<file path="src/rtl/rv32_types.sv">
// Shared RV32 execute-stage types: ALU/MD opcodes, operand-2 source select,
// divider FSM states, decode/execute pipeline buffer structs, the canonical
// NOP encoding and its control word, plus small opcode-classification helpers.
package rv32_types;

  // addi x0, x0, 0
  localparam logic [31:0] RV_NOP = 32'h0000_0013;

  typedef enum logic [3:0] {
    ALU_ADD, ALU_SUB, ALU_SLL, ALU_SLT, ALU_SLTU,
    ALU_XOR, ALU_SRL, ALU_SRA, ALU_OR, ALU_AND
  } alu_op_t;

  typedef enum logic [3:0] {
    MD_NONE, MD_MUL, MD_MULH, MD_MULHSU, MD_MULHU,
    MD_DIV, MD_DIVU, MD_REM, MD_REMU
  } md_op_t;

  typedef enum logic {SRC2_REG, SRC2_IMM} alu_src2_t;

  typedef enum logic [1:0] {DIV_IDLE, DIV_BUSY, DIV_DONE} div_state_t;

  typedef struct packed {
    alu_op_t   alu_op;
    md_op_t    md_op;
    alu_src2_t alu_src2;
    logic      reg_write;
    logic      mem_read;
    logic      mem_write;
  } decoded_instr_t;

  typedef struct packed {
    logic [31:0]    instr;
    logic [31:0]    pc;
    decoded_instr_t decoded_instr;
    logic [31:0]    rs1_value;
    logic [31:0]    rs2_value;
    logic [31:0]    imm;
  } decode_buffer_data_t;

  typedef struct packed {
    logic [31:0]    instr;
    logic [31:0]    pc;
    decoded_instr_t decoded_instr;
    logic [31:0]    wb_result;
    logic [31:0]    rs2_value;
  } exec_buffer_data_t;

  // Control word of the canonical NOP; writes x0, so no register write.
  function automatic decoded_instr_t create_nop_ctrl();
    decoded_instr_t c;
    c.alu_op    = ALU_ADD;
    c.md_op     = MD_NONE;
    c.alu_src2  = SRC2_IMM;
    c.reg_write = 1'b0;
    c.mem_read  = 1'b0;
    c.mem_write = 1'b0;
    return c;
  endfunction

  function automatic logic is_div_op(input md_op_t op);
    logic r;
    case (op)
      MD_DIV, MD_DIVU, MD_REM, MD_REMU: r = 1'b1;
      default:                          r = 1'b0;
    endcase
    return r;
  endfunction

  function automatic logic is_signed_div_op(input md_op_t op);
    return (op == MD_DIV) || (op == MD_REM);
  endfunction

endpackage

</file>
<file path="src/rtl/rv32_div_unit.sv">
// Iterative radix-2 restoring divider for DIV/DIVU/REM/REMU.
// Ports: clk, resetn (async active-low); start/op/a/b sampled in IDLE;
// busy while iterating; done + result while in DONE; ack returns to IDLE.
// Divide-by-zero and signed overflow skip iteration (IDLE -> DONE).
module rv32_div_unit
  import rv32_types::*;
#(
  parameter int DIV_CYCLES = 32
) (
  input  logic        clk,
  input  logic        resetn,
  input  logic        start,
  input  md_op_t      op,
  input  logic [31:0] a,
  input  logic [31:0] b,
  output logic        busy,
  output logic        done,
  output logic [31:0] result,
  input  logic        ack
);

  localparam logic [5:0] LAST_STEP = 6'(DIV_CYCLES - 1);

  div_state_t  r_state, w_next;
  logic [5:0]  r_count;
  logic [31:0] r_rem, r_quo, r_div;
  logic        r_neg_q, r_neg_r, r_is_rem;

  logic        w_signed, w_a_neg, w_b_neg, w_div_zero, w_overflow, w_special;
  logic [31:0] w_a_mag, w_b_mag;
  logic [32:0] w_shift, w_diff;
  logic [31:0] w_step_rem, w_step_quo;

  assign w_signed   = is_signed_div_op(op);
  assign w_a_neg    = w_signed & a[31];
  assign w_b_neg    = w_signed & b[31];
  assign w_a_mag    = w_a_neg ? (32'd0 - a) : a;
  assign w_b_mag    = w_b_neg ? (32'd0 - b) : b;
  assign w_div_zero = (b == 32'd0);
  assign w_overflow = w_signed & (a == 32'h8000_0000) & (b == 32'hFFFF_FFFF);
  assign w_special  = w_div_zero | w_overflow;

  // One restoring step: shift in the next dividend bit, subtract if it fits.
  // A borrow out of bit 32 means the trial subtraction went negative.
  assign w_shift    = {r_rem, r_quo[31]};
  assign w_diff     = w_shift - {1'b0, r_div};
  assign w_step_rem = w_diff[32] ? w_shift[31:0] : w_diff[31:0];
  assign w_step_quo = {r_quo[30:0], ~w_diff[32]};

  // Divider state register.
  always_ff @(posedge clk or negedge resetn) begin
    if (!resetn) begin
      r_state <= DIV_IDLE;
    end else begin
      r_state <= w_next;
    end
  end

  // Next-state logic.
  always_comb begin
    w_next = r_state;
    case (r_state)
      DIV_IDLE: begin
        if (start) begin
          w_next = w_special ? DIV_DONE : DIV_BUSY;
        end else begin
          w_next = DIV_IDLE;
        end
      end
      DIV_BUSY: begin
        if (r_count == LAST_STEP) begin
          w_next = DIV_DONE;
        end else begin
          w_next = DIV_BUSY;
        end
      end
      DIV_DONE: begin
        if (ack) begin
          w_next = DIV_IDLE;
        end else begin
          w_next = DIV_DONE;
        end
      end
      default: w_next = DIV_IDLE;
    endcase
  end

  // Operand capture and iteration datapath. Special cases preload the final
  // quotient/remainder with sign correction disabled.
  always_ff @(posedge clk or negedge resetn) begin
    if (!resetn) begin
      r_count  <= 6'd0;
      r_rem    <= 32'd0;
      r_quo    <= 32'd0;
      r_div    <= 32'd0;
      r_neg_q  <= 1'b0;
      r_neg_r  <= 1'b0;
      r_is_rem <= 1'b0;
    end else begin
      case (r_state)
        DIV_IDLE: begin
          if (start) begin
            r_is_rem <= (op == MD_REM) || (op == MD_REMU);
            r_count  <= 6'd0;
            r_div    <= w_b_mag;
            if (w_div_zero) begin
              r_quo   <= 32'hFFFF_FFFF;
              r_rem   <= a;
              r_neg_q <= 1'b0;
              r_neg_r <= 1'b0;
            end else if (w_overflow) begin
              r_quo   <= 32'h8000_0000;
              r_rem   <= 32'd0;
              r_neg_q <= 1'b0;
              r_neg_r <= 1'b0;
            end else begin
              r_quo   <= w_a_mag;
              r_rem   <= 32'd0;
              r_neg_q <= w_a_neg ^ w_b_neg;
              r_neg_r <= w_a_neg;
            end
          end
        end
        DIV_BUSY: begin
          r_rem   <= w_step_rem;
          r_quo   <= w_step_quo;
          r_count <= r_count + 6'd1;
        end
        default: begin
          r_count <= r_count;
        end
      endcase
    end
  end

  assign busy = (r_state == DIV_BUSY);
  assign done = (r_state == DIV_DONE);

  // Signs applied at DONE: quotient by operand-sign mismatch, remainder by dividend.
  always_comb begin
    if (r_is_rem) begin
      result = r_neg_r ? (32'd0 - r_rem) : r_rem;
    end else begin
      result = r_neg_q ? (32'd0 - r_quo) : r_quo;
    end
  end

endmodule

</file>
<file path="src/rtl/rv32_exec_stage.sv">
// RV32IM execute stage: inline ALU and single-cycle multiplier, iterative
// divider sub-module, registered exec_data pipeline buffer.
// Ports: clk, resetn (async active-low), decode_data (from decode buffer),
// exec_data (registered, to memory stage), stall_in (memory-stage stall),
// stall (this stage cannot accept decode_data this cycle).
module rv32_exec_stage
  import rv32_types::*;
#(
  parameter int DIV_CYCLES = 32
) (
  input  logic                clk,
  input  logic                resetn,
  input  decode_buffer_data_t decode_data,
  output exec_buffer_data_t   exec_data,
  input  logic                stall_in,
  output logic                stall
);

  decoded_instr_t w_ctrl;
  logic [31:0]    w_op1, w_op2, w_alu, w_result, w_div_result;
  logic [32:0]    w_mul_a, w_mul_b;
  logic [63:0]    w_prod;
  logic           w_is_div, w_div_busy, w_div_done, w_div_ack, w_stall;

  assign w_ctrl   = decode_data.decoded_instr;
  assign w_op1    = decode_data.rs1_value;
  assign w_op2    = (w_ctrl.alu_src2 == SRC2_IMM) ? decode_data.imm : decode_data.rs2_value;
  assign w_is_div = is_div_op(w_ctrl.md_op);

  // ALU.
  always_comb begin
    w_alu = 32'd0;
    case (w_ctrl.alu_op)
      ALU_ADD:  w_alu = w_op1 + w_op2;
      ALU_SUB:  w_alu = w_op1 - w_op2;
      ALU_SLL:  w_alu = w_op1 << w_op2[4:0];
      ALU_SLT:  w_alu = {31'd0, $signed(w_op1) < $signed(w_op2)};
      ALU_SLTU: w_alu = {31'd0, w_op1 < w_op2};
      ALU_XOR:  w_alu = w_op1 ^ w_op2;
      ALU_SRL:  w_alu = w_op1 >> w_op2[4:0];
      ALU_SRA:  w_alu = $signed(w_op1) >>> w_op2[4:0];
      ALU_OR:   w_alu = w_op1 | w_op2;
      ALU_AND:  w_alu = w_op1 & w_op2;
      default:  w_alu = 32'd0;
    endcase
  end

  // 33x33 signed product: the extra top bit is the operand's sign for signed
  // operands and zero for unsigned ones. Both are sign-extended to 64 bits so a
  // plain 64-bit multiply yields the exact signed product bits we need.
  assign w_mul_a = {(w_ctrl.md_op != MD_MULHU) & w_op1[31], w_op1};
  assign w_mul_b = {((w_ctrl.md_op == MD_MULH) || (w_ctrl.md_op == MD_MUL)) & w_op2[31], w_op2};
  assign w_prod  = {{31{w_mul_a[32]}}, w_mul_a} * {{31{w_mul_b[32]}}, w_mul_b};

  // Result select between ALU, multiplier and divider.
  always_comb begin
    w_result = w_alu;
    case (w_ctrl.md_op)
      MD_NONE:                        w_result = w_alu;
      MD_MUL:                         w_result = w_prod[31:0];
      MD_MULH, MD_MULHSU, MD_MULHU:   w_result = w_prod[63:32];
      MD_DIV, MD_DIVU, MD_REM, MD_REMU: w_result = w_div_result;
      default:                        w_result = w_alu;
    endcase
  end

  // The result is consumed only on an edge where exec_data actually loads it.
  assign w_div_ack = w_is_div & w_div_done & ~stall_in;
  assign w_stall   = stall_in | (w_is_div & (w_div_busy | ~w_div_done));
  assign stall     = w_stall;

  rv32_div_unit #(.DIV_CYCLES(DIV_CYCLES)) u_div (
    .clk    (clk),
    .resetn (resetn),
    .start  (w_is_div),
    .op     (w_ctrl.md_op),
    .a      (w_op1),
    .b      (w_op2),
    .busy   (w_div_busy),
    .done   (w_div_done),
    .result (w_div_result),
    .ack    (w_div_ack)
  );

  // Execute pipeline register: hold on downstream stall, bubble while a
  // divide is pending, otherwise capture the computed result.
  always_ff @(posedge clk or negedge resetn) begin
    if (!resetn) begin
      exec_data.instr         <= RV_NOP;
      exec_data.pc            <= 32'd0;
      exec_data.decoded_instr <= create_nop_ctrl();
      exec_data.wb_result     <= 32'd0;
      exec_data.rs2_value     <= 32'd0;
    end else if (stall_in) begin
      exec_data <= exec_data;
    end else if (w_stall) begin
      exec_data.instr         <= RV_NOP;
      exec_data.pc            <= 32'd0;
      exec_data.decoded_instr <= create_nop_ctrl();
      exec_data.wb_result     <= 32'd0;
      exec_data.rs2_value     <= 32'd0;
    end else begin
      exec_data.instr         <= decode_data.instr;
      exec_data.pc            <= decode_data.pc;
      exec_data.decoded_instr <= w_ctrl;
      exec_data.wb_result     <= w_result;
      exec_data.rs2_value     <= decode_data.rs2_value;
    end
  end

endmodule

</file>
<file path="config.mk">
export PLATFORM = sky130hd
export DESIGN_NAME = rv32_exec_stage
export DESIGN_NICKNAME = d
export VERILOG_FILES = /design/src/rtl/rv32_types.sv /design/src/rtl/rv32_div_unit.sv /design/src/rtl/rv32_exec_stage.sv
export SDC_FILE = /design/constraint.sdc
export NUM_CORES = 2
export LEC_CHECK = 0
export ABC_AREA = 1
export BUFFER_PORTS_ARGS = -buffer_cell sky130_fd_sc_hd__clkbuf_2
export CAP_MARGIN = 20
export CORE_AREA = 4 4 397 399
export CTS_CLUSTER_SIZE = 20
export DETAILED_ROUTE_END_ITERATION = 8
export DIE_AREA = 0 0 401 403
export PLACE_DENSITY_LB_ADDON = 0.15
export SLEW_MARGIN = 20
export SYNTH_ARGS = -nofsm -noshare
export SYNTH_HDL_FRONTEND = slang
export SYNTH_HIERARCHICAL = 1
export SYNTH_SLANG_ARGS = --single-unit
</file>
<file path="constraint.sdc">
create_clock -name clk -period 4.76 [get_ports clk]
set_clock_uncertainty 0.15 [all_clocks]
set_input_delay 0.952 -clock clk [delete_from_list [all_inputs] [get_ports clk]]
set_output_delay 0.952 -clock clk [all_outputs]
set_load 0.005 [all_outputs]
</file>
==> flow_metrics.tcl <==
set metrics [dict create \
    die_area_mm2 0.162 \
    syn-num-nets 11019 \
    grt_pass1_vias 71309 \
    drc_errors 0 \
    io_pins 316 \
    antenna_found_initial 19 \
    dieHeight_um 403 \
    fmax_mhz 123 \
    first_pass_iters 8 \
    cts_max_level 1 \
    slew_headroom_pct 33.2 \
    endpoint_kind "flip-flop" \
    async_flop_share_pct 100 \
    grt_pass1_wl_um 502000 \
    finalNetCount 12394 \
    drv_slew 0 \
    gp_congestion 1.08 \
    syn_to_final_growth_pct 29.6 \
    path_common_cell "fa_2" \
    rrSetupSlack_ns 1.03 \
    clock_latency_ns 0.61 \
    cts_tree "done" \
    root_buffer "clkbuf_16" \
    placeableCoreArea_mm2 0.154 \
    cp.arrival_ns 8.48 \
    drt_wl_total_um 354000 \
    timing.rr.end "exec_data[62]" \
    synth_seq_cells 247 \
    path_buf_inv 12 \
    grt_overflow 0 \
    slowest_stage "fa_2" \
    cts_buffer_depth 3 \
    ys_types 59 \
    crit_family "adder cells" \
    path_max_fanout 10 \
    setup_slack_ns -3.37 \
    rr_startpoint "u_div/r_rem[0]" \
    min_path_type "in2async" \
    crit_start "decode_data[99]" \
    layout-drive-gt1-share_pct 22.8 \
    initial_core_util_pct 42.8 \
    synth_edf_count 0 \
    rsz0062_at_grt "true" \
    tightest_slew_ns 1.00 \
    grt_max_degree 92 \
    min_period_over_period_pct 171 \
    viasPerCell 5.59 \
    die_x_um 401 \
    syn_area_mm2 0.0659 \
    synthFlopType "dfrtp_1" \
    drt_iter0_drc 8428 \
    ys_seq_area_share_pct 9.38 \
    critical_path_required_ns 5.12 \
    period_minus_slack_ns 8.13 \
    finalSetupViolCount 32 \
    synthCells 9368 \
    worst-path-stages 34 \
    layout.cells.non_filler 12822 \
    rr_worst_depth 20 \
    wire_per_inst_um 27.6 \
    synth_warnings 6 \
    violations "negative setup slack" \
    drv_cap 0 \
    num_vias 71694 \
    path_class "in2reg" \
    cts.sinks 247 \
    cts_made_buffers 28 \
    crit_path_max_incr_delay_ns 0.62 \
    cts.clk_slew.worst_paths_ns 0.07 \
    crit_path_start_kind "input pin" \
    port-buffer-count 315 \
    detail-route-antenna-nets 0 \
    avgSynthCellArea_um2 7.04 \
    dpl.cell_count 12660 \
    final_hold_viol_count 0 \
    hold_buffers 0 \
    status "finished, violations left" \
    globalRouteTotalUtil_pct 42.8 \
    rows 144 \
    place_hpwl_um 300000 \
]
-- area by class of cell --
type	instances	area, um^2
fillers	14895	68500
multi-input cells	6798	53400
repair buffers	1750	15000
inverters	1915	7290
flip-flops and latches	247	6190
well taps	2044	2560
clock buffers	37	785
clock inverters	15	166
repair inverters	3	43.8
diodes	13	32.5
-- worst max path at each step --
stage                          endpoint
final                     exec_data[56]
after global routing      exec_data[52]
after CTS                 exec_data[56]
after detailed placement  exec_data[43]
after global placement    exec_data[43]
after floorplan           exec_data[61]
-- state kept, by name, indices dropped and copies added (netlist names) --
name / cells
u_div/r_neg_r: 1
u_div/r_is_rem: 1
u_div/r_rem: 32
u_div/r_quo: 32
u_div/r_neg_q: 1
u_div/r_state: 2
u_div/r_div: 32
u_div/r_count: 6
exec_data: 140
-- what timing repair did --
action / in CTS / in global routing
setup endpoints to repair: 32 / 32
pin swaps: 134 / 128
gates resized for setup: 540 / 234
cloned: 6 / 4
buffers inserted: 60 / 33
-- layer usage --
metal / track usage [%] / part of all wire (%)
met1: 55.3 / 39
met2: 63.8 / 42
met3: 10.2 / 11
met4: 28.3 / 8.4
met5: 0 / 0.032
-- cells in the final DEF (no fill, tap or decap), types with 51 or more instances in the layout --
cell	synthesis	layout
nor3_1	71	60
o21ai_0	352	298
clkbuf_2	0	310
nand3_1	644	624
nand2_2	21	96
nand2_1	2441	2339
buf_12	0	169
dfrtp_1	243	243
nor2_4	1	59
fa_2	0	82
o21ai_1	42	52
inv_1	1871	1779
nor2_1	855	756
nand4_1	115	115
buf_4	8	1187
a22o_1	70	70
ha_1	348	300
fa_1	1128	1046
inv_2	23	88
buf_6	11	58
xor2_1	51	51
a21oi_1	370	313
-- cell families (layout without fill, tap and decap cells) --
family          count (synthesis)  in the layout  synth area share (%)
buf+inv                      2323           3720                  13.6
compound gates               1012           1012                  8.70
flops                         247            247                  9.38
fa+ha+maj                    1476           1476                  40.9
simple gates                 4236           4236                  26.5
other cells                     0             13                     0
xor+xnor                       74             74                 0.983
-- metrics by stage --
step                hold slack (ns)  setup WS [ns]  area, um^2  TNS [ns]  utilization (%)
floorplan                     0.299          -3.11       66700    -92.15                -
global placement              0.316          -4.81       80700   -140.83             52.5
detailed placement            0.319          -4.82       80700   -141.82             52.5
CTS                           0.172          -3.27       84200    -99.86             54.7
global route                  0.169          -3.51       85400   -108.11             55.5
finish                        0.112          -3.37       85400   -102.23             55.5
-- synthesized netlist by cell type (all sizes together), types with 15 or more instances --
cell type | count | share of area [%]
nand2 | 2462 | 14
clkinv | 21 | 0.12
nor4 | 26 | 0.27
nand3 | 647 | 4.9
inv | 1894 | 11
nor2 | 861 | 4.9
nor3 | 76 | 0.64
o22ai | 45 | 0.43
o211ai | 24 | 0.29
a22o | 70 | 0.93
o21ai | 400 | 3.1
dfrtp | 243 | 9.2
a21oi | 372 | 2.8
clkbuf | 263 | 1.5
a31oi | 20 | 0.19
xnor2 | 23 | 0.31
fa | 1128 | 34
nand3b | 15 | 0.17
ha | 348 | 6.6
o21bai | 25 | 0.28
nand4 | 116 | 1.1
xor2 | 51 | 0.68
buf | 145 | 1.2
Power is not shown: default switching activity piles up to over one toggle a cycle in this logic, so the estimate is an artifact.
